`config.mk`:
```
export PLATFORM = sky130hd
export DESIGN_NAME = idu_pipe
export DESIGN_NICKNAME = d
export VERILOG_FILES = /design/src/rtl/idu_pkg.sv /design/src/rtl/idu_decode.sv /design/src/rtl/idu_pipe.sv
export SDC_FILE = /design/constraint.sdc
export NUM_CORES = 1
export LEC_CHECK = 0
export BUFFER_PORTS_ARGS = -buffer_cell sky130_fd_sc_hd__buf_2
export CORE_AREA = 2 2 174 142
export DETAILED_ROUTE_END_ITERATION = 10
export DIE_AREA = 0 0 176 144
export PLACE_DENSITY_LB_ADDON = 0.3
export REMOVE_ABC_BUFFERS = 1
export SLEW_MARGIN = 40
export SYNTH_ARGS = -nofsm -noshare
export SYNTH_HDL_FRONTEND = slang
export SYNTH_SLANG_ARGS = --single-unit
```
`constraint.sdc`:
```
create_clock -name clk -period 8 [get_ports clk]
set_clock_uncertainty 0.05 [all_clocks]
set_input_delay 1.6 -clock clk [delete_from_list [all_inputs] [get_ports clk]]
set_output_delay 1.6 -clock clk [all_outputs]
set_load 0.005 [all_outputs]
```
`src/rtl/idu_pkg.sv`:
```
// Shared constants and the decoded-instruction record for the instruction decode unit.
// The M-extension decode is controlled by the macro IDU_RV32M_EN in idu_decode.
package idu_pkg;

    localparam logic [6:0] OPC_LUI    = 7'b0110111;
    localparam logic [6:0] OPC_AUIPC  = 7'b0010111;
    localparam logic [6:0] OPC_JAL    = 7'b1101111;
    localparam logic [6:0] OPC_JALR   = 7'b1100111;
    localparam logic [6:0] OPC_BRANCH = 7'b1100011;
    localparam logic [6:0] OPC_LOAD   = 7'b0000011;
    localparam logic [6:0] OPC_STORE  = 7'b0100011;
    localparam logic [6:0] OPC_OP_IMM = 7'b0010011;
    localparam logic [6:0] OPC_OP     = 7'b0110011;

    localparam logic [4:0] ALU_ADD   = 5'd0;
    localparam logic [4:0] ALU_SUB   = 5'd1;
    localparam logic [4:0] ALU_SLL   = 5'd2;
    localparam logic [4:0] ALU_SLT   = 5'd3;
    localparam logic [4:0] ALU_SLTU  = 5'd4;
    localparam logic [4:0] ALU_XOR   = 5'd5;
    localparam logic [4:0] ALU_SRL   = 5'd6;
    localparam logic [4:0] ALU_SRA   = 5'd7;
    localparam logic [4:0] ALU_OR    = 5'd8;
    localparam logic [4:0] ALU_AND   = 5'd9;
    localparam logic [4:0] ALU_LUI   = 5'd10;
    localparam logic [4:0] ALU_AUIPC = 5'd11;
    localparam logic [4:0] ALU_MUL   = 5'd16;

    localparam logic [3:0] MEM_NONE = 4'd0;
    localparam logic [3:0] MEM_LB   = 4'd1;
    localparam logic [3:0] MEM_LH   = 4'd2;
    localparam logic [3:0] MEM_LW   = 4'd3;
    localparam logic [3:0] MEM_LBU  = 4'd4;
    localparam logic [3:0] MEM_LHU  = 4'd5;
    localparam logic [3:0] MEM_SB   = 4'd9;
    localparam logic [3:0] MEM_SH   = 4'd10;
    localparam logic [3:0] MEM_SW   = 4'd11;

    localparam logic [2:0] BR_NONE = 3'd0;

    typedef struct packed {
        logic [4:0] rs1;
        logic [4:0] rs2;
        logic [4:0] rd;
        logic [4:0] alu_op;
        logic [3:0] mem_op;
        logic [2:0] br_op;
        logic       reg_write;
        logic       jal;
        logic       jalr;
        logic       branch;
        logic       illegal;
    } idu_rec_t;

    // Integer ALU op from funct3; alt selects SUB/SRA over ADD/SRL.
    function automatic logic [4:0] alu_from_f3(input logic [2:0] f3, input logic alt);
        case (f3)
            3'b000:  return alt ? ALU_SUB : ALU_ADD;
            3'b001:  return ALU_SLL;
            3'b010:  return ALU_SLT;
            3'b011:  return ALU_SLTU;
            3'b100:  return ALU_XOR;
            3'b101:  return alt ? ALU_SRA : ALU_SRL;
            3'b110:  return ALU_OR;
            default: return ALU_AND;
        endcase
    endfunction

endpackage

```
`src/rtl/idu_decode.sv`:
```
// Combinational RV32I decoder producing the buffered record plus an XLEN immediate.
// Defining IDU_RV32M_EN adds the M-extension (OP with funct7=0000001).
module idu_decode
    import idu_pkg::*;
#(
    parameter int XLEN = 32
) (
    input  logic [31:0]     inst_i,
    output idu_rec_t        rec_o,
    output logic [XLEN-1:0] imm_o
);

    logic [6:0]  opcode;
    logic [2:0]  funct3;
    logic [6:0]  funct7;
    logic [31:0] imm_i, imm_s, imm_b, imm_u, imm_j;
    logic [31:0] imm32;
    logic        legal;

    assign opcode = inst_i[6:0];
    assign funct3 = inst_i[14:12];
    assign funct7 = inst_i[31:25];

    assign imm_i = {{20{inst_i[31]}}, inst_i[31:20]};
    assign imm_s = {{20{inst_i[31]}}, inst_i[31:25], inst_i[11:7]};
    assign imm_b = {{19{inst_i[31]}}, inst_i[31], inst_i[7], inst_i[30:25], inst_i[11:8], 1'b0};
    assign imm_u = {inst_i[31:12], 12'b0};
    assign imm_j = {{11{inst_i[31]}}, inst_i[31], inst_i[19:12], inst_i[20], inst_i[30:21], 1'b0};

    always_comb begin
        rec_o     = '0;
        rec_o.rs1 = inst_i[19:15];
        rec_o.rs2 = inst_i[24:20];
        rec_o.rd  = inst_i[11:7];
        imm32     = '0;
        legal     = 1'b1;
        case (opcode)
            OPC_LUI: begin
                rec_o.reg_write = 1'b1;
                rec_o.alu_op    = ALU_LUI;
                imm32           = imm_u;
            end
            OPC_AUIPC: begin
                rec_o.reg_write = 1'b1;
                rec_o.alu_op    = ALU_AUIPC;
                imm32           = imm_u;
            end
            OPC_JAL: begin
                rec_o.reg_write = 1'b1;
                rec_o.jal       = 1'b1;
                imm32           = imm_j;
            end
            OPC_JALR: begin
                rec_o.reg_write = 1'b1;
                rec_o.jalr      = 1'b1;
                imm32           = imm_i;
                if (funct3 != 3'b000) legal = 1'b0;
            end
            OPC_BRANCH: begin
                rec_o.branch = 1'b1;
                rec_o.br_op  = funct3;
                imm32        = imm_b;
                if (funct3 == 3'b010 || funct3 == 3'b011) legal = 1'b0;
            end
            OPC_LOAD: begin
                rec_o.reg_write = 1'b1;
                imm32           = imm_i;
                case (funct3)
                    3'b000:  rec_o.mem_op = MEM_LB;
                    3'b001:  rec_o.mem_op = MEM_LH;
                    3'b010:  rec_o.mem_op = MEM_LW;
                    3'b100:  rec_o.mem_op = MEM_LBU;
                    3'b101:  rec_o.mem_op = MEM_LHU;
                    default: legal = 1'b0;
                endcase
            end
            OPC_STORE: begin
                imm32 = imm_s;
                case (funct3)
                    3'b000:  rec_o.mem_op = MEM_SB;
                    3'b001:  rec_o.mem_op = MEM_SH;
                    3'b010:  rec_o.mem_op = MEM_SW;
                    default: legal = 1'b0;
                endcase
            end
            OPC_OP_IMM: begin
                rec_o.reg_write = 1'b1;
                rec_o.alu_op    = alu_from_f3(funct3, (funct3 == 3'b101) && funct7[5]);
                imm32           = imm_i;
                // Shift-immediates reuse funct7 as an encoding field, so it must be exact.
                if (funct3 == 3'b001 && funct7 != 7'b0000000) legal = 1'b0;
                if (funct3 == 3'b101 && funct7 != 7'b0000000 && funct7 != 7'b0100000) legal = 1'b0;
            end
            OPC_OP: begin
                rec_o.reg_write = 1'b1;
                if (funct7 == 7'b0000000) begin
                    rec_o.alu_op = alu_from_f3(funct3, 1'b0);
                end else if (funct7 == 7'b0100000 && (funct3 == 3'b000 || funct3 == 3'b101)) begin
                    rec_o.alu_op = alu_from_f3(funct3, 1'b1);
`ifdef IDU_RV32M_EN
                end else if (funct7 == 7'b0000001) begin
                    rec_o.alu_op = ALU_MUL | {2'b00, funct3};
`endif
                end else begin
                    legal = 1'b0;
                end
            end
            default: legal = 1'b0;
        endcase
        if (!legal) begin
            rec_o.illegal   = 1'b1;
            rec_o.reg_write = 1'b0;
            rec_o.jal       = 1'b0;
            rec_o.jalr      = 1'b0;
            rec_o.branch    = 1'b0;
            rec_o.br_op     = BR_NONE;
            rec_o.mem_op    = MEM_NONE;
            rec_o.alu_op    = ALU_ADD;
            imm32           = '0;
        end
    end

    assign imm_o = XLEN'($signed(imm32));

endmodule

```
`src/rtl/idu_pipe.sv`:
```
// Decode stage: combinational decode into a DEPTH-entry FIFO between fetch and execute.
// Build with IDU_RV32M_EN defined to decode the M-extension.
module idu_pipe
    import idu_pkg::*;
#(
    parameter int XLEN  = 32,
    parameter int DEPTH = 2
) (
    input  logic                         clk,
    input  logic                         rst,
    input  logic                         flush,
    input  logic                         in_valid,
    output logic                         in_ready,
    input  logic [31:0]                  in_inst,
    input  logic [XLEN-1:0]              in_pc,
    output logic                         out_valid,
    input  logic                         out_ready,
    output logic [4:0]                   rs1_addr,
    output logic [4:0]                   rs2_addr,
    output logic [4:0]                   rd_addr,
    output logic [XLEN-1:0]              imm,
    output logic [XLEN-1:0]              pc,
    output logic [4:0]                   alu_op,
    output logic [3:0]                   mem_op,
    output logic [2:0]                   br_op,
    output logic                         reg_write,
    output logic                         jal,
    output logic                         jalr,
    output logic                         branch,
    output logic                         illegal,
    output logic [$clog2(DEPTH+1)-1:0]   dbg_count_o
);

    localparam int PW = (DEPTH > 1) ? $clog2(DEPTH) : 1;
    localparam int CW = $clog2(DEPTH + 1);

    idu_rec_t        dec_rec;
    logic [XLEN-1:0] dec_imm;
    idu_rec_t        rec_q [DEPTH];
    logic [XLEN-1:0] imm_q [DEPTH];
    logic [XLEN-1:0] pc_q  [DEPTH];
    logic [PW-1:0]   wr_ptr_q, wr_ptr_d, rd_ptr_q, rd_ptr_d;
    logic [CW-1:0]   count_q, count_d;
    logic            push, pop;
    idu_rec_t        head;

    idu_decode #(.XLEN(XLEN)) u_decode (
        .inst_i (in_inst),
        .rec_o  (dec_rec),
        .imm_o  (dec_imm)
    );

    function automatic logic [PW-1:0] ptr_inc(input logic [PW-1:0] p);
        return (p == PW'(DEPTH - 1)) ? '0 : p + 1'b1;
    endfunction

    // Handshake: a transfer happens on a rising edge where valid && ready are both high;
    // ready never depends on the partner's valid, and flush cancels any transfer that edge.
    assign in_ready  = (count_q != CW'(DEPTH));
    assign out_valid = (count_q != '0);
    assign push      = in_valid && in_ready && !flush;
    assign pop       = out_valid && out_ready && !flush;

    always_comb begin
        wr_ptr_d = wr_ptr_q;
        rd_ptr_d = rd_ptr_q;
        count_d  = count_q;
        if (flush) begin
            wr_ptr_d = '0;
            rd_ptr_d = '0;
            count_d  = '0;
        end else begin
            if (push) wr_ptr_d = ptr_inc(wr_ptr_q);
            if (pop)  rd_ptr_d = ptr_inc(rd_ptr_q);
            if (push && !pop)      count_d = count_q + 1'b1;
            else if (pop && !push) count_d = count_q - 1'b1;
        end
    end

    always_ff @(posedge clk or posedge rst) begin
        if (rst) begin
            wr_ptr_q <= '0;
            rd_ptr_q <= '0;
            count_q  <= '0;
        end else begin
            wr_ptr_q <= wr_ptr_d;
            rd_ptr_q <= rd_ptr_d;
            count_q  <= count_d;
        end
    end

    // Storage is cleared on reset so an empty stage presents all-zero fields.
    always_ff @(posedge clk or posedge rst) begin
        if (rst) begin
            for (int i = 0; i < DEPTH; i++) begin
                rec_q[i] <= '0;
                imm_q[i] <= '0;
                pc_q[i]  <= '0;
            end
        end else if (push) begin
            rec_q[wr_ptr_q] <= dec_rec;
            imm_q[wr_ptr_q] <= dec_imm;
            pc_q[wr_ptr_q]  <= in_pc;
        end
    end

    assign head        = rec_q[rd_ptr_q];
    assign rs1_addr    = head.rs1;
    assign rs2_addr    = head.rs2;
    assign rd_addr     = head.rd;
    assign alu_op      = head.alu_op;
    assign mem_op      = head.mem_op;
    assign br_op       = head.br_op;
    assign reg_write   = head.reg_write;
    assign jal         = head.jal;
    assign jalr        = head.jalr;
    assign branch      = head.branch;
    assign illegal     = head.illegal;
    assign imm         = imm_q[rd_ptr_q];
    assign pc          = pc_q[rd_ptr_q];
    assign dbg_count_o = count_q;

endmodule

```
==> reports/results.tsv, run 1 <==
metric	value	unit
Initial DRC Count	620	
initial core utilization	39.0	%
DP Worst Slack	4150	ps
total track usage	19.9	%
Tcrit/Tclk final	53.2	%
post-CTS setup buffer count	0	
Int Power	1.73	mW
maximum vdd drop	144	uV
Cells after Synth	987	
clock-pin slew of the registers on the worst-case setup and hold paths	70	ps
Leak	5.40	nW
Total Wirelength	24700	um
FP Rows	51	
pwr/cell area	222	nW/um^2
minimum clock period	4260	ps
placed cell area	10300	um^2
fillers	2284	
slowest CP cell	dfrtp_4	
CTS tree	yes	
GP Congestion	0.819	
commonest non-fill, non-tap cells in the layout	nand2_1 (396), dfrtp_1 (193), buf_2 (167), mux2_2 (99), o31ai_1 (59)	
element type at the critical path start	flip-flop	
clock share of power	35.4	%
worst path arrival time	2610	ps
net switching power	697	uW
actual slew at the worst max-slew pin	818	ps
clk root buf	clkbuf_16	
outcome	completed	
Setup CP Type	flip-flop to output port	
post-DP HPWL	15900	um
fraction of registers with async set/reset	100	%
Die Height	144	um
via/cell ratio	5.17	
first-pass GRT wire length	39600	um
layout cell share with drive strength beyond 1	29.1	%
Mapped Area	9280	um^2
setup TNS	0	ps
Post-synth EDFFs	0	
worst setup margin	3740	ps
WP data required	6350	ps
Max-Cap Viols	0	
Remaining DRCs	0	
design area	10900	um^2
Clock Sinks	194	
Combinational Power Share	16.0	%
port bufs	167	
unrepaired setup endpoints after global routing	no	
diode count	0	
Worst Path Buf+Inv	2	
Hold WC Path Type	flip-flop to flip-flop	
clk_lat worst skew	430	ps
vias in the first global route	7127	
CTS Buf Count	17	
CP Cell Sequence	buf_4 -> mux2_2 -> buf_2	
Cells after DPL	1411	
number of synthesized register bits	194	
via count	7456	
fmax	0.235	GHz
Wirelength per Cell	17.1	um
max-slew violations	0	
most common cell after layout, fill and taps aside	nand2_1	
Hold Violations, Final	0	
syn avg cell area	9.41	um^2
pin count of the biggest net entering global routing	133	
CTS H-tree depth	4	
Die ar.	25300	um^2
crit path max fanout	55	
slew margin rel.	45.5	%
DRT antenna net count	0	
Finished Core Util	45.9	%
DIE WIDTH	176	um
Design Power	2.42	mW
Seq/Total Area, Yosys	52.3	%
PostCTS Resize Cnt	0	
Top Ports	169	
Clock Path Buffers	2	
synth-to-layout area growth	17.6	%
initial antenna violation count	2	
critical path capture point type	output port	
Pre-Repair DR Iteration Count	6	
Sequential Power Share	48.6	%
Sw Ratio	28.8	%
NumNets Final	1181	
number of synthesis warnings	0	
hold_ws	422	ps
Post-CTS Hold Buffers	0	
count of cell types in the netlist	57	
total gr overflow	0	
final setup fails	0	
main flop type after synthesis	dfrtp_1	
CP max stage delay	850	ps
fin cells	1443	
core footprint	23800	um^2
CP top delay family	flip-flops	
power by group through the flow:
| stage | registers [mW] | logic [mW] | clock network (mW) |
|---|---|---|---|
| floorplan | 1.18 | 0.241 | 0 |
| detailed placement | 1.19 | 0.391 | 0 |
| finish | 1.18 | 0.388 | 0.858 |
| CTS | 1.18 | 0.393 | 0.882 |
| global placement | 1.19 | 0.379 | 0 |
| global route | 1.19 | 0.443 | 0.921 |
worst reg2reg max path: stages, from the launching register on:
cell and delay [ps]:
dfrtp_1 440, nand2b_2 240, nand2_1 210, or3_4 580
buf_6 610, o21ai_0 240
routing by layer:
metal  GRT usage, %  wire length (um)
met4           5.65               327
met5              0                21
met2           28.2             10500
met1           30.4             12200
met3           4.26              1650
sequential cells by signal (all words and copies together) (netlist names):
register     count
wr_ptr_q         1
pc_q            64
imm_q           64
dbg_count_o      2
rec_q           62
rd_ptr_q         1
layout make-up:
class / instances / area (um^2) / area share (%)
Timing Repair Buffer: 179 / 948 / 8.69
Clock buffer: 18 / 439 / 4.02
Tap cell: 318 / 398 / 3.64
Multi-Input combinational cell: 716 / 4100 / 37.6
Inverter: 4 / 27.5 / 0.252
Clock inverter: 14 / 145 / 1.33
Sequential cell: 194 / 4860 / 44.5
worst paths after layout:
check / depth (start not counted) / startpoint / end / slack [ps]
setup reg to reg: 5 / dbg_count_o[0] / rec_q[38] / 5480
min in group asynchronous: 2 / rst / pc_q[21] / 1210
hold reg to reg: 2 / pc_q[58] / pc_q[58] / 420
max in group asynchronous: 3 / rst / dbg_count_o[1] / 5690
hold / removal: 2 / pc_q[58] / pc_q[58] / 420
setup / recovery: 3 / rd_ptr_q / pc[16] / 3740
logic make-up (layout without fill, tap and decap cells):
logic type             Yosys count  in the layout  share of synthesized area, %
AO/OA/AOI/OAI                  148            148                          10.7
buffers and inverters           77            215                          3.96
other                            1              1                        0.0404
AND/OR/NAND/NOR                462            462                          20.4
flip-flops                     194            194                          52.3
multiplexers                   101            101                          12.2
XOR/XNOR                         4              4                         0.377
cell usage after synthesis (3+ instances only):
cell type | number | area [um^2]
nor3_1 | 3 | 15.0
nor2_1 | 12 | 45.0
a22oi_1 | 6 | 45.0
nand2_1 | 396 | 1490
dfrtp_1 | 194 | 4850
buf_1 | 13 | 48.8
a21oi_1 | 26 | 130
nor3b_1 | 5 | 37.5
or3_1 | 3 | 18.8
a31oi_1 | 3 | 18.8
nand2b_1 | 6 | 37.5
xor2_1 | 3 | 26.3
o31ai_1 | 59 | 443
buf_2 | 12 | 60.1
buf_6 | 8 | 90.1
nand3_1 | 16 | 80.1
inv_1 | 4 | 15.0
mux2_2 | 99 | 1110
clkbuf_1 | 39 | 146
o21ai_0 | 35 | 175
Note: power is estimated with default switching activity, not from simulation.
==> run 2: changes to the inputs <==
==> constraint.sdc (replaced) <==
create_clock -name clk -period 3.7 [get_ports clk]
set_clock_uncertainty 0.05 [all_clocks]
set_input_delay 0.74 -clock clk [delete_from_list [all_inputs] [get_ports clk]]
set_output_delay 0.74 -clock clk [all_outputs]
set_load 0.005 [all_outputs]
==> run 2 against run 1 <==
Net effect:
- first-iteration DRC count is 6.0% lower
- worst hold slack worse by 70 ps
- combinational power rose by 120%
- register-to-register slack worse by 4100 ps
- clock power rose by 110%
- global-route usage fell by 0.86 points
- sequential power grew 110%
- cell count rose by 0.97%
- critical path depth did not move
==> reports/results.tsv, run 2 (same netlist as run 1, synthesis figures left out) <==
metric	value	unit
layout cell share with drive strength beyond 1	29.9	%
top flop regs	imm_q x64, pc_q x64, rec_q x62	
actual slew at the worst max-slew pin	780	ps
via count	7407	
DIE WIDTH	176	um
critical path capture point type	output port	
CP top delay family	flip-flops	
CTS Buf Count	17	
slowest CP cell	dfrtp_4	
Clock Path Buffers	2	
first-pass GRT wire length	38200	um
Wirelength per Cell	16.4	um
maximum vdd drop	314	uV
final setup fails	0	
via/cell ratio	5.08	
minimum clock period	2930	ps
Leak	5.45	nW
Initial DRC Count	583	
CTS H-tree depth	4	
Hold WC Path Type	primary input to asynchronous set/reset pin	
Design Power	5.18	mW
Remaining DRCs	0	
core footprint	23800	um^2
max-slew violations	0	
port bufs	167	
diode count	0	
post-DP HPWL	15900	um
GP Congestion	0.800	
WP data required	2910	ps
synth-to-layout area growth	18.8	%
Clock Sinks	194	
clk_lat worst skew	420	ps
Pre-Repair DR Iteration Count	5	
initial core utilization	39.0	%
crit path max fanout	37	
total gr overflow	0	
FP Rows	51	
Die ar.	25300	um^2
worst setup margin	765	ps
Tcrit/Tclk final	79.3	%
NumNets Final	1195	
CP Cell Sequence	buf_4 -> mux2_2 -> buf_2	
vias in the first global route	6883	
outcome	completed	
clk root buf	clkbuf_16	
Cells after DPL	1425	
worst path arrival time	2140	ps
Hold Violations, Final	0	
most common cell after layout, fill and taps aside	nand2_1	
slew margin rel.	48.0	%
PostCTS Resize Cnt	0	
initial antenna violation count	0	
element type at the critical path start	flip-flop	
fin cells	1457	
Total Wirelength	23800	um
Finished Core Util	46.3	%
fmax	0.341	GHz
DRT antenna net count	0	
unrepaired setup endpoints after global routing	no	
post-CTS setup buffer count	0	
Setup CP Type	flip-flop to output port	
Die Height	144	um
Post-CTS Hold Buffers	0	
commonest non-fill, non-tap cells in the layout	nand2_1 (396), dfrtp_1 (193), buf_2 (167), mux2_2 (99), o31ai_1 (59)	
Max-Cap Viols	0	
Top Ports	169	
total track usage	19.0	%
CTS tree	yes	
Worst Path Buf+Inv	2	
clock-pin slew of the registers on the worst-case setup and hold paths	70	ps
setup TNS	0	ps
pwr/cell area	470	nW/um^2
pin count of the biggest net entering global routing	96	
DP Worst Slack	849	ps
CP max stage delay	810	ps
[run 2: cell types whose count changed in the layout (fill, tap and decap cells not counted), sizes merged]
| cell | before | now |
|---|---|---|
| inv | 11 | 10 |
| clkinv | 6 | 5 |
| bufinv | 1 | 0 |
| buf | 179 | 193 |
| clkinvlp | 0 | 2 |
| clkbuf | 18 | 19 |
[run 2: final timing paths]
path | cells past startpoint | slack, ps | from | endpoint
setup / recovery | 3 | 770 | rd_ptr_q | imm[2]
min in group clk | 2 | 420 | pc_q[40] | pc_q[40]
hold reg to reg | 2 | 420 | pc_q[40] | pc_q[40]
hold / removal | 2 | 350 | rst | pc_q[48]
max in group asynchronous | 3 | 2520 | rst | rec_q[9]
setup reg to reg | 6 | 1400 | dbg_count_o[0] | pc_q[44]
[run 2: worst register-to-register path, cell delays in order, from the launching register on]
cell and delay [ps]:
dfrtp_1 440, nand2b_2 240, nand2_1 200, or3_4 680, buf_4 430, nand2_1 120
nand2_1 70
[run 2: layout make-up]
class | instances | area [um^2]
sequential | 194 | 4860
clock buffer | 19 | 453
inverter | 4 | 22.5
timing repair buffer | 193 | 1080
tap | 318 | 398
fill | 2291 | 12800
clock inverter | 13 | 118
multi-input combinational | 716 | 4100
[run 2: where the power goes]
group / internal, mW / switching [mW] / total [mW]
Clock: 0.921 / 0.868 / 1.79
Combinational: 0.389 / 0.470 / 0.859
Sequential: 2.38 / 0.150 / 2.53
[run 2: through the flow]
stage	hold slack, ps	instance area (um^2)
global placement	401	10400
global route	408	11000
floorplan	388	8930
finish	352	11000
detailed placement	407	10500
CTS	387	11000
[run 2: metal layers]
layer	routed length [um]	vias up	GRT usage (%)	share of wire, %
met5	0	-	0	0
met4	113	0	3.61	0.47
met3	1190	10	3.89	5.0
met2	10600	201	28.7	44
met1	11900	3593	28.5	50
li1	-	3603	-	-
==> run 3: changes to the inputs <==
--- a/config.mk
+++ b/config.mk
@@ -5,10 +5,11 @@
 export SDC_FILE = /design/constraint.sdc
 export NUM_CORES = 1
 export LEC_CHECK = 0
+export ABC_AREA = 1
 export BUFFER_PORTS_ARGS = -buffer_cell sky130_fd_sc_hd__buf_2
-export CORE_AREA = 2 2 174 142
+export CORE_AREA = 2 2 176 144
 export DETAILED_ROUTE_END_ITERATION = 10
-export DIE_AREA = 0 0 176 144
+export DIE_AREA = 0 0 178 146
 export PLACE_DENSITY_LB_ADDON = 0.3
 export REMOVE_ABC_BUFFERS = 1
 export SLEW_MARGIN = 40
==> constraint.sdc (replaced) <==
create_clock -name clk -period 2.5 [get_ports clk]
set_clock_uncertainty 0.05 [all_clocks]
set_input_delay 0.5 -clock clk [delete_from_list [all_inputs] [get_ports clk]]
set_output_delay 0.5 -clock clk [all_outputs]
set_load 0.005 [all_outputs]
==> run 3 against run 2 <==
Net effect:
- design area increased by 2.3%
- total power grew 90%
- cell count grew 14%
- via count rose by 11%
- utilization is 0.54 points higher
- critical endpoint is now reg_write
==> reports/results.tsv, run 3 <==
metric	value	unit
net switching power	3.17	mW
Finished Core Util	46.9	%
pin count of the biggest net entering global routing	133	
FP Rows	51	
GP Congestion	0.898	
worst path arrival time	1870	ps
Cells after Synth	1199	
Initial DRC Count	583	
CTS tree	yes	
placed cell area	10700	um^2
via count	8193	
clock share of power	29.1	%
Wirelength per Cell	15.0	um
Seq/Total Area, Yosys	51.0	%
diode count	0	
vias in the first global route	7746	
Die ar.	26000	um^2
Tcrit/Tclk final	96.6	%
unrepaired setup endpoints after global routing	no	
core footprint	24100	um^2
first-pass GRT wire length	40300	um
NumNets Final	1398	
Synth top area share	51.0	%
Top Ports	169	
Mapped Area	9530	um^2
Combinational Power Share	27.3	%
Clock Path Buffers	2	
Seq. cell area	4860	um^2
main flop type after synthesis	dfrtp_1	
DRT antenna net count	0	
outcome	completed	
post-DP HPWL	16100	um
total track usage	19.4	%
top cells by count, synth	nand2_1 (492), dfrtp_1 (194), o21ai_0 (136), nand3_1 (91), inv_1 (75)	
number of synthesized register bits	194	
element type at the critical path start	flip-flop	
max-slew violations	0	
actual slew at the worst max-slew pin	616	ps
layout cell share with drive strength beyond 1	21.7	%
most common cell after layout, fill and taps aside	nand2_1	
Cells after DPL	1628	
count of cell types in the netlist	28	
WP data required	1950	ps
synth-to-layout area growth	18.3	%
Post-CTS Hold Buffers	0	
post-CTS setup buffer count	0	
critical path capture point type	output port	
Post-synth EDFFs	0	
minimum clock period	2420	ps
Sw Ratio	32.2	%
slew margin rel.	58.9	%
DIE WIDTH	178	um
top flop regs	imm_q x64, pc_q x64, rec_q x62	
CTS Buf Count	17	
Design Power	9.84	mW
PostCTS Resize Cnt	0	
Clock Sinks	194	
Pre-Repair DR Iteration Count	5	
clock-pin slew of the registers on the worst-case setup and hold paths	70	ps
fmax	0.414	GHz
Hold Violations, Final	0	
crit path max fanout	61	
number of synthesis warnings	0	
port bufs	167	
Sequential Power Share	43.6	%
initial antenna violation count	1	
Total Wirelength	24800	um
combined area of the multi-input logic cells	3980	um^2
DP Worst Slack	346	ps
total gr overflow	0	
final setup fails	0	
Setup CP Type	flip-flop to output port	
initial core utilization	39.6	%
Int Power	6.67	mW
hold_ws	33.8	ps
Remaining DRCs	0	
via/cell ratio	4.94	
syn avg cell area	7.95	um^2
fraction of registers with async set/reset	100	%
clk root buf	clkbuf_16	
maximum vdd drop	391	uV
clk_lat worst skew	430	ps
worst setup margin	85.0	ps
design area	11300	um^2
Synth area leaders	dfrtp_1 (51%), nand2_1 (19%), o21ai_0 (7.1%)	
cell taking the most area after synthesis	dfrtp_1	
Max-Cap Viols	0	
pwr/cell area	872	nW/um^2
count leader, synth	nand2_1	
fillers	2419	
Die Height	146	um
fin cells	1659	
CTS H-tree depth	4	
setup TNS	0	ps
Hold WC Path Type	primary input to asynchronous set/reset pin	
commonest non-fill, non-tap cells in the layout	nand2_1 (491), dfrtp_1 (193), buf_2 (167), o21ai_0 (136), nand3_1 (91)	
Leak	6.13	nW
## run 3: changes by cell type after synthesis, moves of 21 or more
cell,delta
nand4_1,+24
a21oi_1,-21
o21ai_0,+101
nand3_1,+75
mux2_2,-53
o31ai_1,-57
nand2_1,+96
inv_1,+71
## run 3: kinds of logic (layout without fill, tap and decap cells)
| group | Yosys count | after routing | share of synthesized area, % |
|---|---|---|---|
| other cells | 1 | 1 | 0.0394 |
| flops | 194 | 194 | 51.0 |
| buf+inv | 162 | 304 | 7.31 |
| xor+xnor | 2 | 2 | 0.184 |
| simple gates | 644 | 644 | 28.0 |
| mux | 46 | 46 | 5.44 |
| compound gates | 150 | 150 | 8.12 |
## run 3: power groups by stage
stage	clock network [mW]	registers (mW)	logic, mW
final	2.86	4.29	2.69
after global routing	3.09	4.38	3.07
after CTS	2.95	4.29	2.73
after detailed placement	0	4.35	2.71
after global placement	0	4.33	2.66
after floorplan	0	4.40	1.49
## run 3: critical path, stage by stage (launching register included)
cell and delay, ps:
dfrtp_4 560, buf_12 280, mux2_2 410, buf_2 130
## run 3: final cells by class
cell class                      instances  area share, %
Sequential cell                       194           43.1
Timing Repair Buffer                  186           9.68
Inverter                               87           2.98
Multi-Input combinational cell        843           35.3
Clock inverter                         11           1.34
Clock buffer                           20           4.05
Tap cell                              318           3.53
## run 3: final timing paths
kind	to	from	depth (start not counted)	slack, ps
min reg2reg	imm_q[23]	imm_q[23]	2	420
min in group clk	rd_ptr_q	flush	2	190
max	reg_write	rd_ptr_q	3	80
max in group asynchronous	pc_q[59]	rst	3	1690
max reg2reg	pc_q[49]	dbg_count_o[0]	6	640
min	pc_q[50]	rst	2	30
## run 3: per-layer routing
metal	global-route usage, %	routed length [um]	vias up
met5	0	17	-
met4	4.18	240	2
met3	4.65	1540	18
met2	30.3	11000	223
met1	27.4	12100	3872
li1	-	-	4078
